<file path="config.mk">
export PLATFORM = sky130hd
export DESIGN_NAME = calc2_req_dispatch
export DESIGN_NICKNAME = d
export VERILOG_FILES = /design/src/rtl/calc2_pkg.sv /design/src/rtl/calc2_port_issuer.sv /design/src/rtl/calc2_req_dispatch.sv
export SDC_FILE = /design/constraint.sdc
export NUM_CORES = 1
export LEC_CHECK = 0
export BUFFER_PORTS_ARGS = -buffer_cell sky130_fd_sc_hd__buf_2
export CORE_MARGIN = 4
export CORE_UTILIZATION = 54
export CTS_BUF_LIST = sky130_fd_sc_hd__clkbuf_4 sky130_fd_sc_hd__clkbuf_8 sky130_fd_sc_hd__clkbuf_16
export CTS_CLUSTER_DIAMETER = 60
export DETAILED_ROUTE_END_ITERATION = 12
export PLACE_DENSITY = 0.79
export SYNTH_ARGS = -nofsm -noshare
export SYNTH_HDL_FRONTEND = slang
export SYNTH_SLANG_ARGS = --single-unit
</file>
<file path="constraint.sdc">
create_clock -name c_clk -period 2.4 [get_ports c_clk]
set_input_delay 0.36 -clock c_clk [delete_from_list [all_inputs] [get_ports c_clk]]
set_output_delay 0.36 -clock c_clk [all_outputs]
set_load 0.01 [all_outputs]
</file>
<file path="src/rtl/calc2_pkg.sv">
// rtl/calc2_pkg.sv - shared calc2 codes, widths and port issuer state
package calc2_pkg;

  localparam int CMD_W     = 4;
  localparam int DATA_W    = 32;
  localparam int TAG_W     = 2;
  localparam int RESP_W    = 2;
  localparam int NUM_PORTS = 4;
  localparam int NUM_TAGS  = 4;

  typedef enum logic [CMD_W-1:0] {
    CMD_NOP = 4'd0,
    CMD_ADD = 4'd1,
    CMD_SUB = 4'd2,
    CMD_SHL = 4'd5,
    CMD_SHR = 4'd6
  } calcCmd_e;

  typedef enum logic [RESP_W-1:0] {
    RESP_NONE = 2'd0,
    RESP_OK   = 2'd1,
    RESP_OVF  = 2'd2,
    RESP_INV  = 2'd3
  } calcResp_e;

  typedef enum logic [1:0] {
    PORT_IDLE = 2'd0,
    PORT_CMD  = 2'd1,
    PORT_DATA = 2'd2
  } portState_e;

  // Lowest-numbered clear bit; callers only use it when at least one tag is free.
  function automatic logic [TAG_W-1:0] lowestFree(input logic [NUM_TAGS-1:0] busy);
    logic [TAG_W-1:0] idx;
    idx = '0;
    for (int t = NUM_TAGS - 1; t >= 0; t--) begin
      if (!busy[t]) idx = TAG_W'(t);
    end
    return idx;
  endfunction

endpackage

</file>
<file path="src/rtl/calc2_port_issuer.sv">
// rtl/calc2_port_issuer.sv - one calc2 port: two-beat command issue and tag bookkeeping
module calc2_port_issuer
  import calc2_pkg::*;
(
  input  logic              clk,
  input  logic              rstN,
  input  logic              accept,
  input  logic [CMD_W-1:0]  cmd,
  input  logic [DATA_W-1:0] op1,
  input  logic [DATA_W-1:0] op2,
  input  logic [RESP_W-1:0] resp,
  input  logic [TAG_W-1:0]  respTag,
  output logic [CMD_W-1:0]  reqCmd,
  output logic [DATA_W-1:0] reqData,
  output logic [TAG_W-1:0]  reqTag,
  output logic [NUM_TAGS-1:0] tagBusy,
  output logic              protoErr,
  output logic              ready
);

  portState_e          state, stateNext;
  logic [DATA_W-1:0]   op2Hold;
  logic [CMD_W-1:0]    cmdNext;
  logic [DATA_W-1:0]   dataNext;
  logic [TAG_W-1:0]    tagNext;
  logic [TAG_W-1:0]    allocTag;
  logic [NUM_TAGS-1:0] freeMask;
  logic [NUM_TAGS-1:0] allocMask;
  logic [NUM_TAGS-1:0] busyNext;
  logic                acceptTaken;
  logic                respHit;
  logic                errNext;

  assign ready = (state != PORT_CMD) && !(&tagBusy);

  always_comb begin
    stateNext   = state;
    cmdNext     = '0;
    dataNext    = '0;
    tagNext     = '0;
    acceptTaken = 1'b0;
    allocTag    = lowestFree(tagBusy);
    unique case (state)
      PORT_CMD: begin
        stateNext = PORT_DATA;
        dataNext  = op2Hold;
      end
      default: begin
        if (accept && !(&tagBusy)) begin
          acceptTaken = 1'b1;
          stateNext   = PORT_CMD;
          cmdNext     = cmd;
          dataNext    = op1;
          tagNext     = allocTag;
        end else begin
          stateNext = PORT_IDLE;
        end
      end
    endcase
  end

  // Allocation looks only at the current busy map, so a tag freed this cycle waits one cycle.
  always_comb begin
    respHit   = (resp != RESP_NONE);
    freeMask  = '0;
    allocMask = '0;
    errNext   = protoErr;
    if (respHit) begin
      if (tagBusy[respTag]) freeMask = NUM_TAGS'(1) << respTag;
      else                  errNext  = 1'b1;
    end
    if (acceptTaken) allocMask = NUM_TAGS'(1) << allocTag;
    busyNext = (tagBusy & ~freeMask) | allocMask;
  end

  always_ff @(posedge clk or negedge rstN) begin
    if (!rstN) begin
      state    <= PORT_IDLE;
      op2Hold  <= '0;
      reqCmd   <= '0;
      reqData  <= '0;
      reqTag   <= '0;
      tagBusy  <= '0;
      protoErr <= 1'b0;
    end else begin
      state    <= stateNext;
      reqCmd   <= cmdNext;
      reqData  <= dataNext;
      reqTag   <= tagNext;
      tagBusy  <= busyNext;
      protoErr <= errNext;
      if (acceptTaken) op2Hold <= op2;
    end
  end

endmodule

</file>
<file path="src/rtl/calc2_req_dispatch.sv">
// rtl/calc2_req_dispatch.sv - steers requests to four independent calc2 port issuers
module calc2_req_dispatch
  import calc2_pkg::*;
(
  input  logic              c_clk,
  input  logic              reset_n,
  input  logic              in_valid,
  output logic              in_ready,
  input  logic [1:0]        in_port,
  input  logic [CMD_W-1:0]  in_cmd,
  input  logic [DATA_W-1:0] in_op1,
  input  logic [DATA_W-1:0] in_op2,
  output logic [CMD_W-1:0]  req1_cmd_in,
  output logic [DATA_W-1:0] req1_data_in,
  output logic [TAG_W-1:0]  req1_tag_in,
  output logic [CMD_W-1:0]  req2_cmd_in,
  output logic [DATA_W-1:0] req2_data_in,
  output logic [TAG_W-1:0]  req2_tag_in,
  output logic [CMD_W-1:0]  req3_cmd_in,
  output logic [DATA_W-1:0] req3_data_in,
  output logic [TAG_W-1:0]  req3_tag_in,
  output logic [CMD_W-1:0]  req4_cmd_in,
  output logic [DATA_W-1:0] req4_data_in,
  output logic [TAG_W-1:0]  req4_tag_in,
  input  logic [RESP_W-1:0] out_resp1,
  input  logic [TAG_W-1:0]  out_tag1,
  input  logic [RESP_W-1:0] out_resp2,
  input  logic [TAG_W-1:0]  out_tag2,
  input  logic [RESP_W-1:0] out_resp3,
  input  logic [TAG_W-1:0]  out_tag3,
  input  logic [RESP_W-1:0] out_resp4,
  input  logic [TAG_W-1:0]  out_tag4,
  output logic [NUM_PORTS*NUM_TAGS-1:0] tag_busy,
  output logic              proto_err
);

  logic [RESP_W-1:0] respArr [NUM_PORTS];
  logic [TAG_W-1:0]  respTagArr [NUM_PORTS];
  logic [CMD_W-1:0]  cmdArr  [NUM_PORTS];
  logic [DATA_W-1:0] dataArr [NUM_PORTS];
  logic [TAG_W-1:0]  tagArr  [NUM_PORTS];
  logic [NUM_PORTS-1:0][NUM_TAGS-1:0] busyArr;
  logic [NUM_PORTS-1:0] readyVec;
  logic [NUM_PORTS-1:0] errVec;
  logic [NUM_PORTS-1:0] acceptVec;

  assign respArr[0] = out_resp1;  assign respTagArr[0] = out_tag1;
  assign respArr[1] = out_resp2;  assign respTagArr[1] = out_tag2;
  assign respArr[2] = out_resp3;  assign respTagArr[2] = out_tag3;
  assign respArr[3] = out_resp4;  assign respTagArr[3] = out_tag4;

  assign in_ready = readyVec[in_port];

  for (genvar p = 0; p < NUM_PORTS; p++) begin : gPort
    assign acceptVec[p] = in_valid && in_ready && (in_port == 2'(p));

    calc2_port_issuer uIssuer (
      .clk      (c_clk),
      .rstN     (reset_n),
      .accept   (acceptVec[p]),
      .cmd      (in_cmd),
      .op1      (in_op1),
      .op2      (in_op2),
      .resp     (respArr[p]),
      .respTag  (respTagArr[p]),
      .reqCmd   (cmdArr[p]),
      .reqData  (dataArr[p]),
      .reqTag   (tagArr[p]),
      .tagBusy  (busyArr[p]),
      .protoErr (errVec[p]),
      .ready    (readyVec[p])
    );
  end

  assign req1_cmd_in = cmdArr[0];  assign req1_data_in = dataArr[0];  assign req1_tag_in = tagArr[0];
  assign req2_cmd_in = cmdArr[1];  assign req2_data_in = dataArr[1];  assign req2_tag_in = tagArr[1];
  assign req3_cmd_in = cmdArr[2];  assign req3_data_in = dataArr[2];  assign req3_tag_in = tagArr[2];
  assign req4_cmd_in = cmdArr[3];  assign req4_data_in = dataArr[3];  assign req4_tag_in = tagArr[3];

  assign tag_busy  = busyArr;
  assign proto_err = |errVec;

endmodule

</file>
# After elaboration in Yosys (flattened, before gate mapping)
# Cells that the tools add are included.
[op_classes]
magnitude_cmp = 5
eq_ne = 11
n_shift = 8
n_mux = 78
n_bitwise = 16
n_reduce_logical = 31
[op_table]
columns = ["op", "count"]
rows = [
  ["$mux W32", 8],
  ["$mux W4", 20],
  ["$mux W2", 28],
  ["$shl A1 B2 Y4 const A", 8],
  ["$mux W1", 17],
  ["$and A4 B4 Y4", 4],
  ["$not A4 Y4", 4],
  ["$or A4 B4 Y4", 4],
  ["$reduce_and A4 Y1", 4],
  ["$lt A2 B3 Y1 const B", 5],
  ["$logic_and A1 B1 Y1", 13],
  ["$bmux W1 S2", 5],
  ["$eq A2 B1 Y1 const B", 5],
  ["$ne A2 B1 Y1 const B", 4],
  ["$reduce_and A2 Y1", 4],
  ["$reduce_bool A2 Y1", 4],
  ["$eq A2 B2 Y1 const B", 2],
  ["$logic_not A1 Y1", 4],
  ["$not A1 Y1", 4],
  ["$reduce_or A4 Y1", 1],
  ["$logic_not A2 Y1", 1],
]
[word_totals]
regBits = 308
input_bits = 89
elab_cells = 177

# Longest topological paths before layout
# Gate-level depths: netlist of the first run.
[depth]
word_depth = 12
depth_mapped = 7
depth_no_buf = 5

# Cells and area by module
# Synthesis of the first run repeated with hierarchy kept, for this count alone.
[hier_totals]
hier_cells = 1010
hier_area_um2 = 12371.9
[modules_own_cells]
columns = ["mod", "instances", "cells_each", "area_per_inst_um2", "seq_area_each_um2"]
rows = [
  ["calc2_port_issuer", 4, 251, 3074.2, 1926.8],
  ["calc2_req_dispatch", 1, 6, 75.1, 0.0],
]

# Least setup slack after synthesis of the first run
# No wires, ideal clock.
[synth_timing]
kind = "register to register"
from = "reg gPort[0].uIssuer.state[0]"
to = "reg gPort[0].uIssuer.op2Hold[10]"
setup_time_ps = 125
arrival_time_ps = 1598
required_ps = 2275
path_slack_ps = 677
stages_incl_launch_ff = 7
n_path_buf = 2
path_cell_list = "dfrtp_1 nor2b_4 buf_6 or3_4 nor2_8 buf_12 mux2_4"
[synth_via]
elab_chain_len = 9
elab_cells_between_ends = 10
cone_classes = "eq/ne: 2; mux: 4; reduce/logical: 4"
[synth_rtl]
columns = ["item", "line_no", "text"]
rows = [
  ["start, declared", "calc2_port_issuer.sv:21", "portState_e state, stateNext;"],
  ["start signal, assigned", "calc2_port_issuer.sv:86", "state <= stateNext;"],
  ["$ne A2 B1 Y1", "calc2_port_issuer.sv:34", "assign ready = (state != PORT_CMD) && !(&tagBusy);"],
  ["$logic_and A1 B1 Y1", "calc2_port_issuer.sv:34", ""],
  ["$bmux W1 S2", "calc2_req_dispatch.sv:52", "assign in_ready = readyVec[in_port];"],
  ["$mux W1 (not written as such)", "calc2_req_dispatch.sv:52", ""],
  ["$logic_and A1 B1 Y1 (2 in a row)", "calc2_req_dispatch.sv:55", "assign acceptVec[p] = in_valid && in_ready && (in_port == 2'(p));"],
  ["$logic_and A1 B1 Y1", "calc2_port_issuer.sv:49", "if (accept && !(&tagBusy)) begin"],
  ["$mux W1", "calc2_port_issuer.sv:49", ""],
  ["$mux W1 *", "calc2_port_issuer.sv:43", "unique case (state)"],
  ["end signal, assigned", "calc2_port_issuer.sv:92", "if (acceptTaken) op2Hold <= op2;"],
  ["end, declared", "calc2_port_issuer.sv:22", "logic [DATA_W-1:0] op2Hold;"],
]
# Every way passes the cells marked *; elsewhere a longest branch is shown, timed or not. The select of a mux whose other input is x is not followed.
# A chain may end at the register's enable or synchronous reset.

# Worst setup path in the final report of the first run
[layout_timing]
from = "reg gPort[0].uIssuer.tagBusy[0]"
to = "out in_ready"
[layout_via]
elab_chain_len = 5
[layout_rtl]
columns = ["item", "line_no", "text"]
rows = [
  ["start, declared", "calc2_port_issuer.sv:16", "output logic [NUM_TAGS-1:0] tagBusy,"],
  ["start signal, assigned", "calc2_port_issuer.sv:90", "tagBusy <= busyNext;"],
  ["$reduce_and A4 Y1", "calc2_port_issuer.sv:34", ""],
  ["$logic_not A1 Y1", "calc2_port_issuer.sv:34", ""],
  ["$logic_and A1 B1 Y1", "calc2_port_issuer.sv:34", ""],
  ["$bmux W1 S2", "calc2_req_dispatch.sv:52", ""],
  ["$mux W1 (not written as such)", "calc2_req_dispatch.sv:52", ""],
  ["end, declared", "calc2_req_dispatch.sv:8", "output logic in_ready,"],
]
# Every way passes these cells. The select of a mux whose other input is x is not followed.

==> results_dict.tcl, run 1 <==
set metrics [dict create \
    status "complete, no violations" \
    ctsHtreeMaxLevel 1 \
    synth-compound-area-share_pct 7.74 \
    setup_tns_ns 0 \
    drive_above_1_share_pct 41.2 \
    yosys.area_share.adder_pct 0 \
    hp-class "input pin to register" \
    cts_buffer_depth 3 \
    power_density_nw_per_um2 874 \
    critPathArrivalTime_ns 1.89 \
    yosys.area.top_type_share_pct 64.9 \
    stdcell_area_um2 14600 \
    portBuffers 258 \
    clock_skew_ns 0.0141 \
    dieArea_um2 24400 \
    worst_path_max_delay_cell "dfrtp_1" \
    pwr-share-clk_pct 38.1 \
    whs_ns 0.0772 \
    synth_top_family_by_area "multiplexers" \
    track_usage_pct 24.4 \
    synth_cell_type_count 43 \
    hold_viol_final 0 \
    finalPower_uw 12800 \
    grt_overflow_total 0 \
    cap_violations 0 \
    synthSimpleGateAreaFrac_pct 8.90 \
    ys_warn_count 0 \
    drc 0 \
    whs_path_depth 2 \
    pin_count 259 \
    yosys_register_bits 308 \
    pwr-share-seq_pct 48.9 \
    vias 8205 \
    crit_type "register to output port" \
    synthXorXnorAreaFrac_pct 0 \
    antenna_found_initial 4 \
    die_w_um 156 \
    synth_edf_count 0 \
    finalSetupViolations 0 \
    p_sw_share_pct 24.5 \
    drt_pass1_iterations 6 \
    synth_flop_cell "dfrtp_1" \
    antenna_cells 0 \
    start_util_pct 54.6 \
    cts_setup_buffers 0 \
    ir_drop_v 0.000638 \
    worst_slew_pin_slew_ns 0.691 \
    synth.area.top_cells "dfrtp_1, mux2_4, o21ai_0" \
    synth_nets 995 \
    cts_buffers 31 \
    cts_sinks 308 \
    insertion_delay_ns 0.54 \
    crit_chain "and4_4 -> nor3_2 -> a311oi_1 -> a21oi_1 -> buf_2" \
    net-switching-power_uw 3130 \
    syn_inst 906 \
    area_delta_synth_final_pct 23.2 \
    worstPathRequired_ns 2.04 \
    grt_pass1_wl_um 47000 \
    dp_hpwl_um 19500 \
    reg2reg_depth 4 \
    crit_buf_inv 1 \
    cts_root_buf "clkbuf_16" \
    viasPerCell 5.52 \
    synth_top_area_cell "dfrtp_1" \
    fmax_ghz 0.444 \
    clkTransAtPathRegs_ns 0.06 \
    ys_async_sr_fraction_pct 100 \
    first_global_vias 8459 \
    dpl-instance-area_um2 13600 \
    synthMostInstantiatedCell "dfrtp_1" \
    cts_tree "built" \
    syn_area_um2 11900 \
    avgSynthCellArea_um2 13.1 \
    synth_mux_area_share_pct 15.6 \
    rows 54 \
    worst_setup_path_end_kind "output port" \
    routedWlPerCell_um 20.1 \
    slowest_delay_ns 0.46 \
    grt_max_degree 70 \
    cp-start-kind "register" \
    intPower_uw 9660 \
    cp_top_family "flip-flops" \
    cp_max_fo 8 \
    gp_congestion 0.845 \
    drv_slew 0 \
    synthTopCellsByCount "dfrtp_1, nand2_1, o21ai_0" \
    path_depth 5 \
    comb_power_share_pct 13.0 \
    drt_first_iter_violations 531 \
    finish.utilization_pct 67.3 \
    wl_um 29900 \
    antenna_left 0 \
    slew_headroom_pct 53.9 \
    seq_area_frac_synth_pct 64.9 \
    period_minus_slack_ns 2.25 \
    rsz0062_at_grt "no" \
    cellLeakagePower_uw 0.00749 \
    coreArea_um2 21800 \
    chipHeight_um 156 \
    layout_worst_path_cycle_share_pct 93.8 \
    fin_nets 1272 \
]
[metal layers]
metal	GRT usage, %	up-vias	routed length [um]
met5	0	-	47
li1	-	3657	-
met4	6.69	8	592
met3	5.59	63	2550
met2	38.9	353	14200
met1	34.1	4124	12500
[layout make-up]
class,instances,area (um^2)
clock buffer,43,897
clock inverter,13,153
fill,1566,7120
inverter,7,26.3
multi-input combinational,544,3860
sequential,308,7710
tap,280,350
timing repair buffer,291,1640
[layout by cell type, fill, tap and decap left out, types with 3 or more instances in the layout]
master	n
a21oi_1	8
buf_12	7
buf_2	257
buf_4	24
bufinv_16	3
clkbuf_16	31
clkbuf_4	7
clkbuf_8	5
clkinv_2	6
dfrtp_1	308
inv_1	6
mux2_2	43
mux2_4	85
mux4_2	4
nand2_1	176
nand2b_1	5
nand4_1	4
nor2_1	29
nor2b_4	3
nor3_1	4
o21ai_0	147
o21bai_1	4
o31ai_1	4
[logic make-up (layout without fill, tap and decap cells)]
group	count (synthesis)	count (layout)
AOI/OAI and AO/OA	173	173
buffers and inverters	54	354
DFF	308	308
muxes	132	132
and+or+nand+nor	239	239
[state kept, by name, summed over array words and instances, names as in the netlist]
name and flops:
gPort.uIssuer.protoErr 4, gPort.uIssuer.reqCmd 16, gPort.uIssuer.op2Hold 128, gPort.uIssuer.state 8
gPort.uIssuer.reqData 128, gPort.uIssuer.tagBusy 16, gPort.uIssuer.reqTag 8
[through the flow]
stage / std cells / setup WS (ns)
after floorplan: 906 / 0.677
after global placement: 1429 / 0.477
after detailed placement: 1429 / 0.438
after CTS: 1486 / 0.0197
after global routing: 1486 / 0.00508
final: 1486 / 0.150
[power by group through the flow]
stage / Combinational (uW) / Sequential, uW / Clock (uW)
after CTS: 1690 / 6240 / 4960
after global placement: 1610 / 6300 / 0
final: 1670 / 6250 / 4870
after global routing: 1810 / 6320 / 5220
after floorplan: 949 / 6310 / 0
after detailed placement: 1680 / 6320 / 0
[what timing repair did]
action | in CTS | in global routing
endpoints found under the setup margin | 0 | 1
hold buffers | 1 | 0
endpoints found under the hold margin | 63 | 0
resized for setup | 0 | 3
[worst paths after layout]
check | startpoint | end | slack [ns]
hold / removal | out_tag3[1] | gPort[2].uIssuer.tagBusy[2]$_DFF_PN0_ | 0.08
min in group asynchronous | reset_n | gPort[2].uIssuer.op2Hold[28]$_DFFE_PN0P_ | 0.37
max in group asynchronous | reset_n | gPort[2].uIssuer.reqData[9]$_DFF_PN0_ | 1.19
setup / recovery | gPort[0].uIssuer.tagBusy[0]$_DFF_PN0_ | in_ready | 0.15
setup reg to reg | gPort[1].uIssuer.tagBusy[0]$_DFF_PN0_ | gPort[1].uIssuer.reqData[17]$_DFF_PN0_ | 0.44
hold reg to reg | gPort[1].uIssuer.op2Hold[1]$_DFFE_PN0P_ | gPort[1].uIssuer.reqData[1]$_DFF_PN0_ | 0.47
No activity file was read; power rests on OpenSTA's default activity.
==> run 2, diff against run 1 <==
--- a/config.mk
+++ b/config.mk
@@ -6,12 +6,15 @@
 export NUM_CORES = 1
 export LEC_CHECK = 0
 export BUFFER_PORTS_ARGS = -buffer_cell sky130_fd_sc_hd__buf_2
+export CELL_PAD_IN_SITES_DETAIL_PLACEMENT = 0
+export CELL_PAD_IN_SITES_GLOBAL_PLACEMENT = 2
 export CORE_MARGIN = 4
-export CORE_UTILIZATION = 54
+export CORE_UTILIZATION = 36
 export CTS_BUF_LIST = sky130_fd_sc_hd__clkbuf_4 sky130_fd_sc_hd__clkbuf_8 sky130_fd_sc_hd__clkbuf_16
 export CTS_CLUSTER_DIAMETER = 60
 export DETAILED_ROUTE_END_ITERATION = 12
-export PLACE_DENSITY = 0.79
+export PLACE_DENSITY = 0.89
+export SKIP_LAST_GASP = 1
 export SYNTH_ARGS = -nofsm -noshare
 export SYNTH_HDL_FRONTEND = slang
 export SYNTH_SLANG_ARGS = --single-unit
==> run 2 against run 1 <==
Compared with the run above: clock-buffer cell count grew 6; flip-flop and latch count stayed put; sequential share of layout area is 0.85 points lower; non-clock buffer count is 5 lower; sequential power about the same; critical path depth unchanged; cell count increased by 11%; first-iteration DRC count down 16%; via count fell by 4.2%; wire length increased by 6.2%; critical endpoint unchanged; largest power group unchanged; highest routed layer unchanged.
==> results_dict.tcl, run 2 (same netlist as run 1, synthesis figures left out) <==
set metrics [dict create \
    status "complete, no violations" \
    crit_buf_inv 1 \
    crit_chain "and4_2 -> nor3_2 -> a311oi_1 -> a21oi_1 -> buf_2" \
    biggestRegsByFlops "gPort.uIssuer.op2Hold: 128 flops, gPort.uIssuer.reqData: 128 flops" \
    antenna_left 0 \
    finalPower_uw 13000 \
    period_minus_slack_ns 2.23 \
    worst_path_max_delay_cell "dfrtp_1" \
    vias 7863 \
    insertion_delay_ns 0.49 \
    cts_buffer_depth 3 \
    cellLeakagePower_uw 0.00751 \
    cp_max_fo 8 \
    dp_hpwl_um 20900 \
    finalSetupViolations 0 \
    layout_worst_path_cycle_share_pct 92.8 \
    chipHeight_um 190 \
    power_density_nw_per_um2 876 \
    worst_setup_path_end_kind "output port" \
    clock_skew_ns 0.00884 \
    grt_pass1_wl_um 49400 \
    dieArea_um2 36000 \
    start_util_pct 36.5 \
    track_usage_pct 17.4 \
    final_common_cell "dfrtp_1" \
    worst_slew_pin_slew_ns 0.546 \
    drt_first_iter_violations 445 \
    drive_above_1_share_pct 41.1 \
    slowest_delay_ns 0.46 \
    layout_common_cells "dfrtp_1, buf_2, nand2_1" \
    ctsHtreeMaxLevel 2 \
    drv_slew 0 \
    fmax_ghz 0.449 \
    die_w_um 190 \
    rsz0062_at_grt "no" \
    cts_root_buf "clkbuf_16" \
    clkTransAtPathRegs_ns 0.06 \
    drc 0 \
    cts_tree "built" \
    gp_congestion 0.797 \
    coreArea_um2 32500 \
    worstPathRequired_ns 2.04 \
    portBuffers 258 \
    cap_violations 0 \
    cp_top_family "flip-flops" \
    cts_sinks 308 \
    cts_buffers 35 \
    slew_headroom_pct 63.6 \
    routedWlPerCell_um 19.3 \
    rows 66 \
    ir_drop_v 0.000443 \
    critPathArrivalTime_ns 1.87 \
    antenna_found_initial 4 \
    drt_pass1_iterations 5 \
    fin_nets 1271 \
    hold_viol_final 0 \
    viasPerCell 4.78 \
    wl_um 31700 \
    crit_type "register to output port" \
    first_global_vias 8534 \
    setup_tns_ns 0 \
    grt_overflow_total 0 \
    pin_count 259 \
    grt_max_degree 70 \
    hp-class "input pin to register" \
    area_delta_synth_final_pct 25.2 \
    cp-start-kind "register" \
]
-- run 2: changes by cell type in the layout (fill, tap and decap cells not counted), moves of 3 or more --
cell and change:
clkbuf_16 +6, buf_4 -4, clkbuf_8 +3, bufinv_16 -3
clkbuf_4 -3
-- run 2: report_power, final --
group          total, uW  internal [uW]  switching [uW]
sequential          6240           5840             400
clock               5130           3090            2040
combinational       1660            884             778
-- run 2: layout make-up --
| cell class | instances | area [um^2] |
|---|---|---|
| diodes | 1 | 2.50 |
| clock buffers | 49 | 1070 |
| clock inverters | 9 | 57.6 |
| fillers | 3060 | 17700 |
| inverters | 7 | 26.3 |
| multi-input cells | 544 | 3860 |
| flip-flops and latches | 308 | 7710 |
| well taps | 442 | 553 |
| repair buffers | 286 | 1600 |
-- run 2: worst register-to-register path: stages (launching register included) --
cell	delay, ns
dfrtp_1	0.39
nor2b_4	0.19
and4bb_2	0.31
nand2_4	0.23
buf_4	0.31
mux2_4	0.33
-- run 2: metal layers --
layer	vias up	wire, um	track usage (%)
met5	-	41	0
met4	6	586	4.17
met3	54	1890	3.94
met2	251	14700	28.2
met1	3915	14500	24.1
li1	3637	-	-
-- run 2: stage by stage --
step | hold slack [ns] | std cells | utilization (%) | worst slack, ns | instance area [um^2]
floorplan | 0.0644 | 906 | - | 0.677 | 11900
global placement | 0.319 | 1586 | 42.2 | 0.485 | 13700
detailed placement | 0.319 | 1586 | 42.2 | 0.459 | 13700
CTS | 0.116 | 1645 | 45.7 | 0.0680 | 14900
global route | 0.128 | 1645 | 45.7 | 0.0630 | 14900
finish | 0.143 | 1646 | 45.7 | 0.173 | 14900
-- run 2: path summary, 6_finish.rpt --
path	from	end	cells past startpoint	slack, ns
setup / recovery	gPort[0].uIssuer.tagBusy[0]$_DFF_PN0_	in_ready	5	0.17
hold / removal	out_tag3[1]	gPort[2].uIssuer.tagBusy[2]$_DFF_PN0_	2	0.14
setup reg to reg	gPort[1].uIssuer.state[1]$_DFF_PN0_	gPort[1].uIssuer.op2Hold[11]$_DFFE_PN0P_	5	0.52
hold reg to reg	gPort[2].uIssuer.op2Hold[15]$_DFFE_PN0P_	gPort[2].uIssuer.reqData[15]$_DFF_PN0_	2	0.47
max in group asynchronous	reset_n	gPort[3].uIssuer.op2Hold[23]$_DFFE_PN0P_	3	1.25
min in group asynchronous	reset_n	gPort[1].uIssuer.op2Hold[4]$_DFFE_PN0P_	2	0.39
-- run 2: repair_timing --
action	CTS	global route
endpoints found under the setup margin	0	1
resized for setup	0	1
setup buffers	0	0
hold buffers	1	0
hold endpoints to repair	44	0
==> run 3, diff against run 2 <==
--- a/config.mk
+++ b/config.mk
@@ -8,7 +8,6 @@
 export BUFFER_PORTS_ARGS = -buffer_cell sky130_fd_sc_hd__buf_2
 export CELL_PAD_IN_SITES_DETAIL_PLACEMENT = 0
 export CELL_PAD_IN_SITES_GLOBAL_PLACEMENT = 2
-export CORE_MARGIN = 4
 export CORE_UTILIZATION = 36
 export CTS_BUF_LIST = sky130_fd_sc_hd__clkbuf_4 sky130_fd_sc_hd__clkbuf_8 sky130_fd_sc_hd__clkbuf_16
 export CTS_CLUSTER_DIAMETER = 60
==> run 3 against run 2 <==
Compared with the run above: worst hold slack got worse by 0.0044 ns; clock power grew 9.4%; die area shrank 6.2%; worst setup slack got worse by 0.093 ns; non-clock buffer count is 3 higher; combinational power about the same; clock skew grew 0.014 ns; sequential share of layout area shrank 0.36 points; first-iteration DRC count grew 30%; wire length fell by 2.3%; total power increased by 3.6%; critical path type unchanged; critical endpoint unchanged; largest power group unchanged; highest routed layer is now met4.
==> results_dict.tcl, run 3 (same netlist as run 1, synthesis figures left out) <==
set metrics [dict create \
    reg2reg_depth 4 \
    hp-class "input pin to register" \
    clkTransAtPathRegs_ns 0.06 \
    die_w_um 184 \
    pin_count 259 \
    net-switching-power_uw 3280 \
    grt_max_degree 78 \
    comb_power_share_pct 12.3 \
    final_common_cell "dfrtp_1" \
    clock_skew_ns 0.0225 \
    insertion_delay_ns 0.50 \
    cts_buffer_depth 3 \
    cts_setup_buffers 0 \
    portBuffers 258 \
    critPathArrivalTime_ns 1.96 \
    wl_um 31000 \
    crit_type "register to output port" \
    slew_headroom_pct 52.6 \
    finish.utilization_pct 46.0 \
    track_usage_pct 18.6 \
    slowest_delay_ns 0.47 \
    gp_congestion 0.838 \
    power_density_nw_per_um2 902 \
    start_util_pct 36.5 \
    dieArea_um2 33700 \
    drt_pass1_iterations 4 \
    drt_first_iter_violations 578 \
    worst_path_max_delay_cell "dfrtp_1" \
    ctsHtreeMaxLevel 2 \
    cts_buffers 35 \
    p_sw_share_pct 24.3 \
    period_minus_slack_ns 2.32 \
    rows 66 \
    cellLeakagePower_uw 0.00756 \
    cts_sinks 308 \
    cp_max_fo 8 \
    fmax_ghz 0.431 \
    intPower_uw 10200 \
    n_fill_cell 3046 \
    ir_drop_v 0.000419 \
    layout_worst_path_cycle_share_pct 96.7 \
    cp-start-kind "register" \
    whs_path_depth 2 \
    vias 7956 \
    antenna_left 0 \
    rsz0062_at_grt "no" \
    cts_root_buf "clkbuf_16" \
    cap_violations 0 \
    layout_common_cells "dfrtp_1, buf_2, nand2_1" \
    worstPathRequired_ns 2.04 \
    coreArea_um2 32500 \
    biggestRegsByFlops "gPort.uIssuer.op2Hold: 128 flops, gPort.uIssuer.reqData: 128 flops" \
    chipHeight_um 184 \
    worst_setup_path_end_kind "output port" \
    crit_chain "and4_2 -> nor3_2 -> a311oi_1 -> a21oi_1 -> buf_2" \
    antenna_found_initial 1 \
    drc 0 \
    pwr-share-seq_pct 46.2 \
    drv_slew 0 \
    worst_slew_pin_slew_ns 0.710 \
    grt_pass1_wl_um 48200 \
    setup_tns_ns 0 \
    whs_ns 0.139 \
    pwr-share-clk_pct 41.5 \
    dp_hpwl_um 20100 \
    seq_area_um2 7710 \
    first_global_vias 8330 \
    routedWlPerCell_um 18.7 \
    status "complete, no violations" \
    multi_input_area_um2 3850 \
    hold_viol_final 0 \
    finalSetupViolations 0 \
    cts_tree "built" \
    drive_above_1_share_pct 41.4 \
    viasPerCell 4.81 \
    grt_overflow_total 0 \
    fin_nets 1274 \
    area_delta_synth_final_pct 26.1 \
]
==> run 3: cell count changes in the layout (fill, tap and decap cells not counted), sizes merged <==
| cell | delta |
|---|---|
| buf | +3 |
| bufinv | +4 |
| clkbuf | -1 |
| clkinv | +2 |
| inv | -1 |
==> run 3: layout make-up <==
type / count / share of cell area, %
antenna: 1 / 0.0167
inverter: 7 / 0.175
multi-input combinational: 544 / 25.7
sequential: 308 / 51.5
timing repair buffer: 289 / 10.7
clock buffer: 48 / 7.03
clock inverter: 14 / 1.21
tap: 442 / 3.69
==> run 3: path summary, 6_finish.rpt <==
check / from / to / slack [ns]
min in group asynchronous: reset_n / gPort[2].uIssuer.reqData[4]$_DFF_PN0_ / 0.43
hold / removal: in_op2[11] / gPort[3].uIssuer.op2Hold[11]$_DFFE_PN0P_ / 0.14
setup reg to reg: gPort[1].uIssuer.tagBusy[0]$_DFF_PN0_ / gPort[1].uIssuer.reqData[1]$_DFF_PN0_ / 0.27
max in group asynchronous: reset_n / gPort[3].uIssuer.reqData[18]$_DFF_PN0_ / 1.21
hold reg to reg: gPort[3].uIssuer.op2Hold[31]$_DFFE_PN0P_ / gPort[3].uIssuer.reqData[31]$_DFF_PN0_ / 0.48
setup / recovery: gPort[0].uIssuer.tagBusy[0]$_DFF_PN0_ / in_ready / 0.08
==> run 3: what timing repair did <==
item / CTS / global route
endpoints found under the hold margin: 65 / 0
hold buffers: 1 / 0
endpoints found under the setup margin: 0 / 1
gates resized for setup: 0 / 1
==> run 3: per-layer routing <==
metal / GRT usage (%) / vias up / wire, um
met3: 3.78 / 36 / 1800
met1: 25.8 / 4004 / 14400
met5: 0 / - / 0
met2: 29.9 / 276 / 14200
met4: 4.70 / 0 / 506
li1: - / 3640 / -
==> run 3: power by group through the flow <==
stage | clock [uW] | sequential, uW | combinational, uW
floorplan | 0 | 6310 | 949
finish | 5610 | 6240 | 1660
detailed placement | 0 | 6320 | 1680
global route | 5950 | 6320 | 1820
CTS | 5720 | 6240 | 1680
global placement | 0 | 6300 | 1630
==> run 3: critical path, delay by kind of cell (launching register included) <==
family | cells | cell delay [ns]
AND/OR/NAND/NOR | 2 | 0.46
AO/OA/AOI/OAI | 2 | 0.38
buffers and inverters | 1 | 0.15
flip-flops | 1 | 0.47
==> run 3: stage by stage <==
step / power, uW / setup slack [ns] / std cells / cell area [um^2]
floorplan: 7260 / 0.677 / 906 / 11900
global placement: 7940 / 0.306 / 1589 / 13700
detailed placement: 8000 / 0.258 / 1589 / 13700
CTS: 13600 / 0.0480 / 1652 / 15000
global route: 14100 / 0.000493 / 1652 / 15000
finish: 13500 / 0.0803 / 1653 / 15000
